==> src/rtl/voice_allocator.sv <==
// ---------------------------------------------------------------------------
// voice_allocator
//
// Voice-allocation scheduler between the MIDI byte parser and the per-voice
// envelope/oscillator engine. One note-on/note-off request is accepted at a
// time and the voice pool is then scanned one voice per clock. A note-on
// picks its target in this order:
//   retrigger same key > free voice > oldest released voice > oldest sounding
//   voice (steal).
// A note-off releases the lowest-index sounding voice that holds the key.
// Each resolved request produces one single-cycle event for the synth engine.
//
// Handshake: a request moves on a rising edge where req_valid and req_ready
// are both 1. req_ready is a register that is high only while the allocator
// is idle. The request fields are sampled on that edge, and the requester
// may change them on the next cycle.
//
// Ports
//   CLOCK_50     system clock, rising edge
//   reset_reg_N  asynchronous active-low reset
//   req_valid    request present
//   req_ready    allocator idle, request accepted on req_valid & req_ready
//   req_on       1 = note-on, 0 = note-off (a note-on with vel 0 is an off)
//   req_key      MIDI key 0..127
//   req_vel      velocity
//   all_off      one-cycle all-notes-off pulse, overrides everything
//   voice_free   per-voice "envelope finished" flags from the synth engine
//   keys_on      per-voice gate vector
//   active_keys  number of gates that are set
//   evt_valid    one-cycle event strobe
//   evt_on       1 = gate on, 0 = gate off
//   evt_voice    voice index of the event
//   evt_key      key of the event
//   evt_vel      velocity of the event
//   evt_steal    the note-on took over a voice that was still sounding
// ---------------------------------------------------------------------------
module voice_allocator #(
   parameter int VOICES  = 8,
   parameter int V_WIDTH = 3
) (
   input  logic               CLOCK_50,
   input  logic               reset_reg_N,
   input  logic               req_valid,
   output logic               req_ready,
   input  logic               req_on,
   input  logic [7:0]         req_key,
   input  logic [7:0]         req_vel,
   input  logic               all_off,
   input  logic [VOICES-1:0]  voice_free,
   output logic [VOICES-1:0]  keys_on,
   output logic [V_WIDTH:0]   active_keys,
   output logic               evt_valid,
   output logic               evt_on,
   output logic [V_WIDTH-1:0] evt_voice,
   output logic [7:0]         evt_key,
   output logic [7:0]         evt_vel,
   output logic               evt_steal
);

   localparam int                 AW       = V_WIDTH + 1;
   localparam logic [V_WIDTH-1:0] L_LAST   = V_WIDTH'(VOICES - 1);
   localparam logic [AW-1:0]      L_MAX    = AW'(VOICES);
   localparam logic [7:0]         L_NO_KEY = 8'hFF;
   localparam logic [7:0]         L_AGE_MX = 8'hFF;

   typedef enum logic [1:0] {
      S_IDLE  = 2'd0,
      S_SCAN  = 2'd1,
      S_ISSUE = 2'd2
   } state_t;

   // Note-on candidate classes, in priority order.
   typedef enum logic [1:0] {
      C_RETRIG = 2'd0,
      C_FREE   = 2'd1,
      C_REL    = 2'd2,
      C_STEAL  = 2'd3
   } cls_t;

   // ------------------------------------------------------------------
   // Registers
   // ------------------------------------------------------------------
   state_t               r_state;
   logic                 r_req_ready;
   logic [V_WIDTH-1:0]   r_idx;

   logic                 r_on;
   logic [7:0]           r_req_key;
   logic [7:0]           r_req_vel;

   logic [VOICES-1:0]    r_vfree;
   logic [VOICES-1:0]    r_gate;
   logic [7:0]           r_key [VOICES];
   logic [7:0]           r_age [VOICES];
   logic [AW-1:0]        r_active;

   logic                 r_evt_valid;
   logic                 r_evt_on;
   logic [V_WIDTH-1:0]   r_evt_voice;
   logic [7:0]           r_evt_key;
   logic [7:0]           r_evt_vel;
   logic                 r_evt_steal;

   // Running best candidate of each class over the voices scanned so far.
   logic                 r_c0_found;
   logic [V_WIDTH-1:0]   r_c0_idx;
   logic                 r_c1_found;
   logic [V_WIDTH-1:0]   r_c1_idx;
   logic                 r_c2_found;
   logic [V_WIDTH-1:0]   r_c2_idx;
   logic [7:0]           r_c2_age;
   logic                 r_c3_found;
   logic [V_WIDTH-1:0]   r_c3_idx;
   logic [7:0]           r_c3_age;

   // ------------------------------------------------------------------
   // Wires
   // ------------------------------------------------------------------
   state_t               w_state_nxt;
   logic                 w_accept;
   logic                 w_last;

   logic                 w_cur_gate;
   logic                 w_cur_free;
   logic [7:0]           w_cur_key;
   logic [7:0]           w_cur_age;

   logic                 w_c0_found;
   logic [V_WIDTH-1:0]   w_c0_idx;
   logic                 w_c1_found;
   logic [V_WIDTH-1:0]   w_c1_idx;
   logic                 w_c2_found;
   logic [V_WIDTH-1:0]   w_c2_idx;
   logic [7:0]           w_c2_age;
   logic                 w_c3_found;
   logic [V_WIDTH-1:0]   w_c3_idx;
   logic [7:0]           w_c3_age;

   logic                 w_sel_found;
   logic [V_WIDTH-1:0]   w_sel_idx;
   cls_t                 w_sel_cls;

   assign w_accept = (r_state == S_IDLE) & r_req_ready & req_valid & ~all_off;
   assign w_last   = (r_idx == L_LAST);

   // ------------------------------------------------------------------
   // FSM: state register
   // ------------------------------------------------------------------
   always_ff @(posedge CLOCK_50 or negedge reset_reg_N) begin
      if (!reset_reg_N) begin
         r_state <= S_IDLE;
      end else begin
         r_state <= w_state_nxt;
      end
   end

   // ------------------------------------------------------------------
   // FSM: next state. all_off overrides every state.
   // ------------------------------------------------------------------
   always_comb begin
      w_state_nxt = r_state;
      case (r_state)
         S_IDLE:  if (w_accept) w_state_nxt = S_SCAN;
         S_SCAN:  if (w_last)   w_state_nxt = S_ISSUE;
         S_ISSUE: w_state_nxt = S_IDLE;
         default: w_state_nxt = S_IDLE;
      endcase
      if (all_off) begin
         w_state_nxt = S_IDLE;
      end
   end

   // ------------------------------------------------------------------
   // Scan step: fold the voice at r_idx into the running candidates.
   // Scanning runs in ascending index order, so "first seen" gives the
   // lowest index, and a strictly larger age is needed to displace an
   // earlier candidate. That breaks age ties toward the lower index.
   // ------------------------------------------------------------------
   always_comb begin
      w_cur_gate = r_gate[r_idx];
      w_cur_free = r_vfree[r_idx];
      w_cur_key  = r_key[r_idx];
      w_cur_age  = r_age[r_idx];

      w_c0_found = r_c0_found;
      w_c0_idx   = r_c0_idx;
      if (!r_c0_found && w_cur_gate && (w_cur_key == r_req_key)) begin
         w_c0_found = 1'b1;
         w_c0_idx   = r_idx;
      end

      w_c1_found = r_c1_found;
      w_c1_idx   = r_c1_idx;
      if (!r_c1_found && !w_cur_gate && w_cur_free) begin
         w_c1_found = 1'b1;
         w_c1_idx   = r_idx;
      end

      w_c2_found = r_c2_found;
      w_c2_idx   = r_c2_idx;
      w_c2_age   = r_c2_age;
      if (!w_cur_gate && (!r_c2_found || (w_cur_age > r_c2_age))) begin
         w_c2_found = 1'b1;
         w_c2_idx   = r_idx;
         w_c2_age   = w_cur_age;
      end

      w_c3_found = r_c3_found;
      w_c3_idx   = r_c3_idx;
      w_c3_age   = r_c3_age;
      if (w_cur_gate && (!r_c3_found || (w_cur_age > r_c3_age))) begin
         w_c3_found = 1'b1;
         w_c3_idx   = r_idx;
         w_c3_age   = w_cur_age;
      end
   end

   // ------------------------------------------------------------------
   // Note-on target selection. The assignments run lowest priority first,
   // so the highest-priority class that has a candidate wins.
   // ------------------------------------------------------------------
   always_comb begin
      w_sel_found = 1'b0;
      w_sel_idx   = '0;
      w_sel_cls   = C_STEAL;
      if (w_c3_found) begin
         w_sel_found = 1'b1;
         w_sel_idx   = w_c3_idx;
         w_sel_cls   = C_STEAL;
      end
      if (w_c2_found) begin
         w_sel_found = 1'b1;
         w_sel_idx   = w_c2_idx;
         w_sel_cls   = C_REL;
      end
      if (w_c1_found) begin
         w_sel_found = 1'b1;
         w_sel_idx   = w_c1_idx;
         w_sel_cls   = C_FREE;
      end
      if (w_c0_found) begin
         w_sel_found = 1'b1;
         w_sel_idx   = w_c0_idx;
         w_sel_cls   = C_RETRIG;
      end
   end

   // ------------------------------------------------------------------
   // Datapath. The commit happens on the edge that processes the last
   // voice, so that the gates, the count and the event fields change
   // together with the rising edge of evt_valid (the ISSUE cycle).
   // ------------------------------------------------------------------
   always_ff @(posedge CLOCK_50 or negedge reset_reg_N) begin
      if (!reset_reg_N) begin
         r_req_ready <= 1'b0;
         r_idx       <= '0;
         r_on        <= 1'b0;
         r_req_key   <= '0;
         r_req_vel   <= '0;
         r_vfree     <= '0;
         r_gate      <= '0;
         r_active    <= '0;
         for (int v = 0; v < VOICES; v++) begin
            r_key[v] <= L_NO_KEY;
            r_age[v] <= '0;
         end
         r_evt_valid <= 1'b0;
         r_evt_on    <= 1'b0;
         r_evt_voice <= '0;
         r_evt_key   <= '0;
         r_evt_vel   <= '0;
         r_evt_steal <= 1'b0;
         r_c0_found  <= 1'b0;
         r_c0_idx    <= '0;
         r_c1_found  <= 1'b0;
         r_c1_idx    <= '0;
         r_c2_found  <= 1'b0;
         r_c2_idx    <= '0;
         r_c2_age    <= '0;
         r_c3_found  <= 1'b0;
         r_c3_idx    <= '0;
         r_c3_age    <= '0;
      end else begin
         r_vfree     <= voice_free;
         r_evt_valid <= 1'b0;

         if (all_off) begin
            // Drop any request in flight. req_ready stays low for one
            // cycle and then comes back through the IDLE branch.
            r_req_ready <= 1'b0;
            r_idx       <= '0;
            r_gate      <= '0;
            r_active    <= '0;
            for (int v = 0; v < VOICES; v++) begin
               r_key[v] <= L_NO_KEY;
               r_age[v] <= '0;
            end
         end else begin
            case (r_state)
               S_IDLE: begin
                  if (w_accept) begin
                     r_req_ready <= 1'b0;
                     r_idx       <= '0;
                     r_on        <= req_on & (req_vel != 8'd0);
                     r_req_key   <= req_key;
                     r_req_vel   <= req_vel;
                     r_c0_found  <= 1'b0;
                     r_c1_found  <= 1'b0;
                     r_c2_found  <= 1'b0;
                     r_c3_found  <= 1'b0;
                  end else begin
                     r_req_ready <= 1'b1;
                  end
               end

               S_SCAN: begin
                  if (!w_last) begin
                     r_idx      <= r_idx + V_WIDTH'(1);
                     r_c0_found <= w_c0_found;
                     r_c0_idx   <= w_c0_idx;
                     r_c1_found <= w_c1_found;
                     r_c1_idx   <= w_c1_idx;
                     r_c2_found <= w_c2_found;
                     r_c2_idx   <= w_c2_idx;
                     r_c2_age   <= w_c2_age;
                     r_c3_found <= w_c3_found;
                     r_c3_idx   <= w_c3_idx;
                     r_c3_age   <= w_c3_age;
                  end else if (r_on && w_sel_found) begin
                     r_gate[w_sel_idx] <= 1'b1;
                     r_key[w_sel_idx]  <= r_req_key;
                     for (int v = 0; v < VOICES; v++) begin
                        if (V_WIDTH'(v) == w_sel_idx) begin
                           r_age[v] <= '0;
                        end else if (r_age[v] != L_AGE_MX) begin
                           r_age[v] <= r_age[v] + 8'd1;
                        end
                     end
                     // Retrigger and steal reuse a voice that is already
                     // gated, so only a newly gated voice adds to the count.
                     if (((w_sel_cls == C_FREE) || (w_sel_cls == C_REL)) &&
                         (r_active != L_MAX)) begin
                        r_active <= r_active + AW'(1);
                     end
                     r_evt_valid <= 1'b1;
                     r_evt_on    <= 1'b1;
                     r_evt_voice <= w_sel_idx;
                     r_evt_key   <= r_req_key;
                     r_evt_vel   <= r_req_vel;
                     r_evt_steal <= (w_sel_cls == C_STEAL);
                  end else if (!r_on && w_c0_found) begin
                     // Release: the age is kept, so this voice competes
                     // as "oldest released" by the time it last started.
                     r_gate[w_c0_idx] <= 1'b0;
                     r_key[w_c0_idx]  <= L_NO_KEY;
                     if (r_active != '0) begin
                        r_active <= r_active - AW'(1);
                     end
                     r_evt_valid <= 1'b1;
                     r_evt_on    <= 1'b0;
                     r_evt_voice <= w_c0_idx;
                     r_evt_key   <= r_req_key;
                     r_evt_vel   <= r_req_vel;
                     r_evt_steal <= 1'b0;
                  end
                  // A note-off that matches no voice falls through here:
                  // ISSUE still takes one cycle, but nothing changes.
               end

               S_ISSUE: begin
                  r_req_ready <= 1'b1;
               end

               default: begin
                  r_req_ready <= 1'b0;
               end
            endcase
         end
      end
   end

   // ------------------------------------------------------------------
   // Outputs
   // ------------------------------------------------------------------
   assign req_ready   = r_req_ready;
   assign keys_on     = r_gate;
   assign active_keys = r_active;
   assign evt_valid   = r_evt_valid;
   assign evt_on      = r_evt_on;
   assign evt_voice   = r_evt_voice;
   assign evt_key     = r_evt_key;
   assign evt_vel     = r_evt_vel;
   assign evt_steal   = r_evt_steal;

endmodule
==> config.mk <==
export PLATFORM = sky130hd
export DESIGN_NAME = voice_allocator
export DESIGN_NICKNAME = d
export VERILOG_FILES = /design/src/rtl/voice_allocator.sv
export SDC_FILE = /design/constraint.sdc
export NUM_CORES = 1
export LEC_CHECK = 0
export CAP_MARGIN = 20
export CORE_UTILIZATION = 55
export DETAILED_ROUTE_END_ITERATION = 10
export DONT_BUFFER_PORTS = 1
export PLACE_DENSITY = 0.7
export SETUP_SLACK_MARGIN = 0.05
export SYNTH_ARGS = -nofsm -noshare
export SYNTH_HDL_FRONTEND = slang
export SYNTH_SLANG_ARGS = --single-unit
==> constraint.sdc <==
create_clock -name CLOCK_50 -period 6 [get_ports CLOCK_50]
set_input_delay 1.5 -clock CLOCK_50 [delete_from_list [all_inputs] [get_ports CLOCK_50]]
set_output_delay 1.5 -clock CLOCK_50 [all_outputs]
set_load 0.01 [all_outputs]
==> results of run 1 <==
[cell type report]
cell class	count	area share, %
repair buffers	17	0.972
well taps	280	2.59
clock buffers	43	5.87
flip-flops and latches	225	42.3
inverters	70	1.94
multi-input cells	828	46.2
clock inverters	3	0.139
[worst max-delay path, stage by stage (launching register included)]
cell	delay (ps)
dfrtp_2	690
mux4_2	580
mux2_2	320
ha_1	320
a21o_1	190
a211oi_1	370
o221ai_1	260
a21o_1	230
o211a_1	130
o32ai_1	520
nand3_1	480
a21oi_2	590
o32a_1	230
[through the flow]
step / std cells / total power, mW / instance area, µm²
after global placement: 1419 / 2.89 / 12700
final: 1466 / 4.43 / 13500
after global routing: 1466 / 4.63 / 13500
after CTS: 1465 / 4.44 / 13500
after floorplan: 1193 / 2.67 / 12500
after detailed placement: 1419 / 2.93 / 12700
[power by group]
| group | switching (mW) | internal (mW) |
|---|---|---|
| clock network | 0.618 | 0.891 |
| logic | 0.495 | 0.413 |
| registers | 0.248 | 1.77 |
[routing by layer]
metal / global-route usage, % / vias up / routed length, µm
li1: - / 4474 / -
met1: 41.7 / 4979 / 14500
met2: 45.4 / 433 / 15400
met3: 4.76 / 82 / 2630
met4: 12.2 / 0 / 1240
met5: 0 / - / 0
[Yosys cell counts, types with 27 or more instances]
library cell | n | area share [%]
dfrtp_1 | 161 | 32
nand3_1 | 35 | 1.4
ha_1 | 29 | 2.9
nand2_1 | 78 | 2.3
a31oi_1 | 34 | 1.7
clkbuf_1 | 43 | 1.3
mux2_2 | 61 | 5.5
mux4_2 | 27 | 4.9
o22a_1 | 28 | 2.0
a21oi_1 | 82 | 3.3
dfstp_2 | 64 | 13
inv_1 | 69 | 2.1
nor2_1 | 83 | 2.5
[flip-flops by register name (all words and copies together), names as in the netlist, 2 cells and up]
name,flops
r_key,64
r_idx,3
evt_voice,3
r_c0_idx,3
r_req_vel,8
r_c3_idx,3
r_c2_idx,3
r_c3_age,8
active_keys,4
evt_key,8
r_c2_age,8
r_c1_idx,3
r_age,64
keys_on,8
r_req_key,8
r_vfree,8
r_state,2
evt_vel,8
[how the worst max path moves through the flow]
stage | startpoint | endpoint | depth (start not counted)
6_report | r_idx[0] | r_key[61] | 12
5_1_grt | r_idx[0] | r_key[63] | 12
4_1_cts | r_idx[0] | r_key[40] | 12
3_5_place_dp | r_idx[0] | r_key[41] | 12
3_3_place_gp | r_idx[0] | r_key[46] | 12
2_1_floorplan | r_idx[0] | r_key[10] | 17
[logic make-up (layout without fill, tap and decap cells)]
family | Yosys count | in the layout | synth area share, %
compound gates | 345 | 345 | 20.3
simple gates | 339 | 339 | 13.8
flops | 225 | 225 | 45.6
buf+inv | 140 | 133 | 4.75
mux | 107 | 107 | 12.0
fa+ha+maj | 30 | 30 | 3.06
xor+xnor | 7 | 7 | 0.490
==> results.sh, run 1 <==
export IMPL_core_area_um2=22100
export IMPL_final_cell_mix="159 x dfrtp_1, 83 x nor2_1, 81 x a21oi_1"
export IMPL_setup_violations=0
export IMPL_fin_nets=1226
export IMPL_max_freq_mhz=201
export IMPL_final_common_cell="dfrtp_1"
export IMPL_drcViolationCount=0
export IMPL_diodes=0
export IMPL_endpoint_kind="register"
export IMPL_worstHoldPathType="register to register"
export IMPL_antenna_found_initial=0
export IMPL_post_synth_instance_area_um2=12500
export IMPL_ys_warn_count=0
export IMPL_r2r_cells=12
export IMPL_grt_setup_unrepaired="no"
export IMPL_die_area_um2=23400
export IMPL_drtIter0Drc=1099
export IMPL_tightest_slew_ps=1040
export IMPL_cts_max_level=1
export IMPL_final_util_pct=61.2
export IMPL_required_ps=6470
export IMPL_slew_headroom_pct=30.5
export IMPL_cts_setup_buffers=0
export IMPL_worst_setup_path_type="register to register"
export IMPL_rrSetupSlack_ps=1030
export IMPL_cts_hold_buf=0
export IMPL_finalMaxSlewViolations=0
export IMPL_hold_depth=2
export IMPL_cp_start_kind="register"
export IMPL_drive_gt1_share_pct=20.5
export IMPL_worstPathArrival_ps=5440
export IMPL_maxCapViolations=0
export IMPL_cts_sinks=225
export IMPL_die_height_um=153
export IMPL_vias_per_cell=6.80
export IMPL_r2r_end="r_key[61]"
export IMPL_hold_violations=0
export IMPL_die_w_um=153
export IMPL_cts_tree="built"
export IMPL_cts_repair_resized=0
export IMPL_grt_pass1_vias=9657
export IMPL_whs_ps=490
export IMPL_routed_wl_um=33800
export IMPL_critPathMaxFanout=17
export IMPL_ir_drop_uv=265
export IMPL_clock_skew_ps=10.5
export IMPL_drtAntennaViolNets=0
export IMPL_power_density_nw_per_um2=328
export IMPL_vias=9968
export IMPL_grt_pass1_wl_um=54400
export IMPL_fin_crit_ps=4970
export IMPL_finalCritPeriodShare_pct=82.8
export IMPL_min_from="r_c1_idx[0]"
export IMPL_io_pins=64
export IMPL_start_util_pct=56.6
export IMPL_ys_types=83
export IMPL_clockBufferDepth=3
export IMPL_dp_final_hpwl_um=23200
export IMPL_area_growth_pct=8.01
export IMPL_min_to="r_c1_idx[0]"
export IMPL_cts_buffers=25
export IMPL_synth_fp_nets=1252
export IMPL_syn_inst=1193
export IMPL_regArea_um2=5710
export IMPL_overflow=0
export IMPL_avgRoutedWirePerCell_um=23.0
export IMPL_ys_seq_elements=225
export IMPL_firstDrtPassIters=6
export IMPL_cts_root_buf="clkbuf_16"
export IMPL_synth_edf_count=0
export IMPL_synth_ff_type="dfrtp_1"
export IMPL_fill_cells=1794
export IMPL_postLayoutSetupSlackWorst_ps=1030
export IMPL_setup_tns_ps=0
export IMPL_outcome="finished clean"
export IMPL_async_flop_share_pct=100
export IMPL_grt_total_usage_pct=29.5
export IMPL_grt_start_max_net_pins=226
export IMPL_dp_slack_ps=958
export IMPL_core_rowCount=54
export IMPL_syn_area_per_cell_um2=10.5
export IMPL_clk_latency_ps=530
export IMPL_power_leakage_nw=5.68
export IMPL_port_buffers=0
export IMPL_multi_input_area_um2=6250
export IMPL_synth_seq_area_share_pct=45.6
export IMPL_path_clk_slew_ps=60
export IMPL_rr_startpoint="r_idx[0]"
export IMPL_gp_congestion=0.923
Note: power is estimated with default switching activity, not from simulation.
==> inputs of run 2 (changes only) <==
==> constraint.sdc (replaced) <==
create_clock -name CLOCK_50 -period 5.16 [get_ports CLOCK_50]
set_input_delay 1.29 -clock CLOCK_50 [delete_from_list [all_inputs] [get_ports CLOCK_50]]
set_output_delay 1.29 -clock CLOCK_50 [all_outputs]
set_load 0.01 [all_outputs]
==> run 2 against run 1 <==
  * Total power grew 20%
  * Non-clock buffer count grew 8
  * Design area grew 1.2%
  * Register-to-register slack lost 620 ps
  * First-iteration DRC count shrank 17%
  * Core utilization grew 0.74 points
  * Hold slack lost 24 ps
  * Global-route usage shrank 0.17 points
  * Highest routed layer unchanged
==> results.sh, run 2 (synthesis results as in run 1) <==
export IMPL_pwr_share_clk_pct=35.8
export IMPL_cts_tree="built"
export IMPL_fin_nets=1234
export IMPL_ir_drop_uv=265
export IMPL_cts_sinks=225
export IMPL_grt_start_max_net_pins=226
export IMPL_die_height_um=153
export IMPL_switching_share_pct=30.1
export IMPL_vias=9941
export IMPL_top_regs="r_age: 64 flops, r_key: 64 flops"
export IMPL_outcome="finished clean"
export IMPL_grt_pass1_wl_um=54100
export IMPL_combPwrFrac_pct=20.1
export IMPL_power_density_nw_per_um2=390
export IMPL_drtAntennaViolNets=0
export IMPL_overflow=0
export IMPL_final_cell_mix="159 x dfrtp_1, 83 x nor2_1, 81 x a21oi_1"
export IMPL_worstHoldPathType="input port to async pin"
export IMPL_dp_final_hpwl_um=22700
export IMPL_p_int_mw=3.72
export IMPL_slew_headroom_pct=37.5
export IMPL_critPathMaxFanout=17
export IMPL_finalNonFillerCells=1474
export IMPL_worstPathArrival_ps=5180
export IMPL_fill_cells=1789
export IMPL_finalMaxSlewViolations=0
export IMPL_grt_pass1_vias=9669
export IMPL_drcViolationCount=0
export IMPL_diodes=0
export IMPL_avgRoutedWirePerCell_um=22.7
export IMPL_clk_latency_ps=520
export IMPL_tightest_slew_ps=934
export IMPL_vias_per_cell=6.74
export IMPL_core_rowCount=54
export IMPL_path_clk_slew_ps=60
export IMPL_die_w_um=153
export IMPL_port_buffers=0
export IMPL_fin_crit_ps=4740
export IMPL_io_pins=64
export IMPL_endpoint_kind="register"
export IMPL_max_freq_mhz=211
export IMPL_die_area_um2=23400
export IMPL_core_area_um2=22100
export IMPL_antenna_found_initial=0
export IMPL_drtIter0Drc=915
export IMPL_area_growth_pct=9.32
export IMPL_cts_max_level=1
export IMPL_crit_path_top_delay_cell="or4_1"
export IMPL_clockBufferDepth=3
export IMPL_multi_input_area_um2=6250
export IMPL_power_leakage_nw=5.76
export IMPL_routed_wl_um=33500
export IMPL_gp_congestion=0.900
export IMPL_cts_hold_buf=0
export IMPL_p_seq_share_pct=44.1
export IMPL_dp_cells=1427
export IMPL_path_delay_family="compound AO/OA/AOI/OAI gates"
export IMPL_cts_setup_buffers=0
export IMPL_cts_buffers=25
export IMPL_firstDrtPassIters=5
export IMPL_worst_path_most_repeated_cell="a21o_1"
export IMPL_grt_total_usage_pct=29.3
export IMPL_hold_violations=0
export IMPL_final_common_cell="dfrtp_1"
export IMPL_cp_start_kind="register"
export IMPL_slowest_delay_ps=720
export IMPL_switchingPower_mw=1.61
export IMPL_maxCapViolations=0
export IMPL_crit_buf_inv=0
export IMPL_finalCritPeriodShare_pct=91.9
export IMPL_setup_tns_ps=0
export IMPL_required_ps=5600
export IMPL_start_util_pct=56.6
export IMPL_cts_root_buf="clkbuf_16"
export IMPL_clock_skew_ps=13.8
export IMPL_grt_setup_unrepaired="no"
export IMPL_drive_gt1_share_pct=21.4
export IMPL_path_cells="mux4_2 -> mux2_2 -> ha_1 -> and4b_1 -> a211oi_1 -> o221ai_1 -> a21o_1 -> o211a_1 -> o32a_1 -> or4_1 -> a21o_1 -> a32oi_1"
export IMPL_regArea_um2=5720
export IMPL_worst_setup_path_type="register to register"
export IMPL_setup_violations=0
run 2: routing by layer:
metal	vias up	routed length (µm)	share of wire [%]	GRT usage (%)
li1	4497	-	-	-
met4	0	754	2.3	7.74
met1	4942	14600	44	41.9
met5	-	0	0	0
met3	56	2660	7.9	5.76
met2	446	15500	46	45.8
run 2: worst reg2reg max path, delay by kind of cell, from the launching register on:
kind | cells | cell delay, ps
AOI/OAI and AO/OA | 7 | 1930
and+or+nand+nor | 2 | 930
muxes | 2 | 870
DFF | 1 | 610
adders and majority gates | 1 | 310
run 2: timing repair:
| action | CTS | global route |
|---|---|---|
| setup endpoints to repair | 0 | 16 |
| resized for setup | 0 | 1 |
| endpoints found under the hold margin | 0 | 0 |
run 2: worst paths after layout:
| path | slack, ps | to | startpoint | depth (start not counted) |
|---|---|---|---|---|
| setup / recovery | 420 | r_key[10] | r_idx[0] | 12 |
| hold / removal | 470 | active_keys[0] | reset_reg_N | 0 |
| setup reg to reg | 420 | r_key[10] | r_idx[0] | 12 |
| hold reg to reg | 490 | r_c1_idx[2] | r_c1_idx[2] | 2 |
| max in group asynchronous | 4350 | r_key[3] | reset_reg_N | 0 |
| min in group CLOCK_50 | 490 | r_c1_idx[2] | r_c1_idx[2] | 2 |
run 2: power groups by stage:
stage	Sequential (mW)	Clock, mW	Combinational [mW]
after floorplan	2.24	0	0.864
after global placement	2.36	0	1.02
after detailed placement	2.37	0	1.05
after CTS	2.34	1.93	1.06
after global routing	2.38	1.99	1.20
final	2.35	1.91	1.07
run 2: cell type report:
class                      count  area share [%]
multi-input combinational    828            45.7
sequential                   225            41.8
clock buffer                  35            5.29
tap                          280            2.56
inverter                      70            1.92
timing repair buffer          25            1.61
clock inverter                11            1.18
run 2: stage by stage:
step           setup slack (ps)  util [%]  power, mW  area, µm²  hold WS (ps)
6_report                    416      61.9       5.33      13700           466
2_1_floorplan               334         -       3.10      12500           449
3_5_place_dp                349      57.8       3.42      12800           474
3_3_place_gp                417      57.8       3.38      12800           473
4_1_cts                     327      61.8       5.33      13700           447
5_1_grt                     109      61.9       5.57      13700           444
==> inputs of run 3 (changes only) <==
--- a/config.mk
+++ b/config.mk
@@ -9,6 +9,7 @@
 export CORE_UTILIZATION = 55
 export DETAILED_ROUTE_END_ITERATION = 10
 export DONT_BUFFER_PORTS = 1
+export MAX_ROUTING_LAYER = met4
 export PLACE_DENSITY = 0.7
 export SETUP_SLACK_MARGIN = 0.05
 export SYNTH_ARGS = -nofsm -noshare
==> run 3 against run 2 <==
  * Sequential power barely moved
  * Design area stayed put
  * Critical endpoint is now r_key[15]
  * Sequential share of layout area did not move
  * Count of clock-buffer cells in the layout did not move
  * First-iteration DRC count increased by 0.98%
  * Flip-flop and latch count is the same
  * Hold slack got worse by 9.5 ps
  * Non-clock buffer count stayed put
  * Largest cell class unchanged
  * Combinational power about the same
==> results.sh, run 3 (synthesis results as in run 1) <==
export IMPL_diodes=0
export IMPL_clock_skew_ps=14.2
export IMPL_critPathMaxFanout=17
export IMPL_clk_latency_ps=530
export IMPL_overflow=0
export IMPL_fin_crit_ps=4750
export IMPL_worst_path_most_repeated_cell="a21o_1"
export IMPL_die_w_um=153
export IMPL_rr_startpoint="r_idx[0]"
export IMPL_endpoint_kind="register"
export IMPL_start_util_pct=56.6
export IMPL_setup_violations=0
export IMPL_cts_root_buf="clkbuf_16"
export IMPL_path_clk_slew_ps=60
export IMPL_tightest_slew_ps=958
export IMPL_final_cell_mix="159 x dfrtp_1, 83 x nor2_1, 81 x a21oi_1"
export IMPL_grt_total_usage_pct=30.2
export IMPL_finalMaxSlewViolations=0
export IMPL_hold_violations=0
export IMPL_cts_sinks=225
export IMPL_outcome="finished clean"
export IMPL_vias_per_cell=6.77
export IMPL_crit_path_top_delay_cell="or4_1"
export IMPL_finalCritPeriodShare_pct=92.0
export IMPL_ir_drop_uv=265
export IMPL_fill_cells=1789
export IMPL_setup_tns_ps=0
export IMPL_grt_pass1_wl_um=54100
export IMPL_worstPathArrival_ps=5180
export IMPL_grt_setup_unrepaired="no"
export IMPL_port_buffers=0
export IMPL_worstHoldPathType="input port to async pin"
export IMPL_top_regs="r_age: 64 flops, r_key: 64 flops"
export IMPL_path_delay_family="compound AO/OA/AOI/OAI gates"
export IMPL_worst_setup_path_type="register to register"
export IMPL_power_total_mw=5.33
export IMPL_routed_wl_um=33400
export IMPL_die_height_um=153
export IMPL_io_pins=64
export IMPL_maxCapViolations=0
export IMPL_cp_start_kind="register"
export IMPL_regArea_um2=5720
export IMPL_firstDrtPassIters=5
export IMPL_slew_headroom_pct=35.9
export IMPL_vias=9974
export IMPL_max_freq_mhz=211
export IMPL_multi_input_area_um2=6250
export IMPL_required_ps=5600
export IMPL_antenna_found_initial=0
export IMPL_cts_max_level=1
export IMPL_path_cells="mux4_2 -> mux2_2 -> ha_1 -> and4b_1 -> a211oi_1 -> o221ai_1 -> a21o_1 -> o211a_1 -> o32a_1 -> or4_1 -> a21o_1 -> a32oi_1"
export IMPL_power_leakage_nw=5.76
export IMPL_drtIter0Drc=924
export IMPL_grt_pass1_vias=9666
export IMPL_core_rowCount=54
export IMPL_rrSetupSlack_ps=410
export IMPL_crit_buf_inv=0
export IMPL_cts_hold_buf=0
export IMPL_crit_path_start="r_idx[0]"
export IMPL_area_growth_pct=9.32
export IMPL_final_common_cell="dfrtp_1"
export IMPL_power_density_nw_per_um2=390
export IMPL_avgRoutedWirePerCell_um=22.7
export IMPL_cts_tree="built"
export IMPL_grt_start_max_net_pins=226
export IMPL_drive_gt1_share_pct=21.4
export IMPL_clockBufferDepth=3
export IMPL_cts_setup_buffers=0
export IMPL_fin_nets=1234
export IMPL_cts_repair_resized=0
export IMPL_dp_final_hpwl_um=22700
export IMPL_slowest_delay_ps=730
export IMPL_drcViolationCount=0
export IMPL_die_area_um2=23400
export IMPL_cts_buffers=25
export IMPL_drtAntennaViolNets=0
export IMPL_final_util_pct=61.9
export IMPL_core_area_um2=22100
export IMPL_gp_congestion=0.916
-- run 3: area by class of cell --
| cell class | count | area share (%) |
|---|---|---|
| sequential | 225 | 41.8 |
| clock inverter | 11 | 1.18 |
| tap | 280 | 2.56 |
| multi-input combinational | 828 | 45.7 |
| timing repair buffer | 25 | 1.61 |
| clock buffer | 35 | 5.29 |
| inverter | 70 | 1.92 |
-- run 3: path summary, 6_finish.rpt --
check                            endpoint  depth (start not counted)
setup / recovery                r_key[15]                         12
min in group CLOCK_50         r_c1_idx[2]                          2
hold reg to reg               r_c1_idx[2]                          2
hold / removal             active_keys[0]                          0
max in group asynchronous      keys_on[5]                          0
setup reg to reg                r_key[15]                         12
-- run 3: metrics by stage --
step / setup slack [ps] / std cells / hold WS, ps / instance area (µm²)
2_1_floorplan: 334 / 1193 / 449 / 12500
6_report: 414 / 1474 / 456 / 13700
4_1_cts: 327 / 1473 / 447 / 13700
5_1_grt: 109 / 1474 / 448 / 13700
3_5_place_dp: 349 / 1427 / 474 / 12800
3_3_place_gp: 417 / 1427 / 473 / 12800
-- run 3: worst reg2reg max path: cells and delay by family (launching register included) --
kind	cells	cell delay, ps
AOI/OAI and AO/OA	7	1920
and+or+nand+nor	2	940
muxes	2	870
DFF	1	610
adders and majority gates	1	320
-- run 3: power breakdown --
group | leakage, nW | switching (mW) | internal, mW | total, mW
clock | 0.437 | 0.735 | 1.18 | 1.91
sequential | 2.78 | 0.291 | 2.06 | 2.35
combinational | 2.54 | 0.583 | 0.491 | 1.07
-- run 3: per-layer routing --
metal	up-vias	part of all wire (%)	global-route usage [%]	routed length (µm)
li1	4499	-	-	-
met1	4984	44	42.1	14700
met5	-	0	-	0
met4	0	2.4	7.70	796
met3	65	8.0	5.64	2660
met2	426	46	45.8	15200
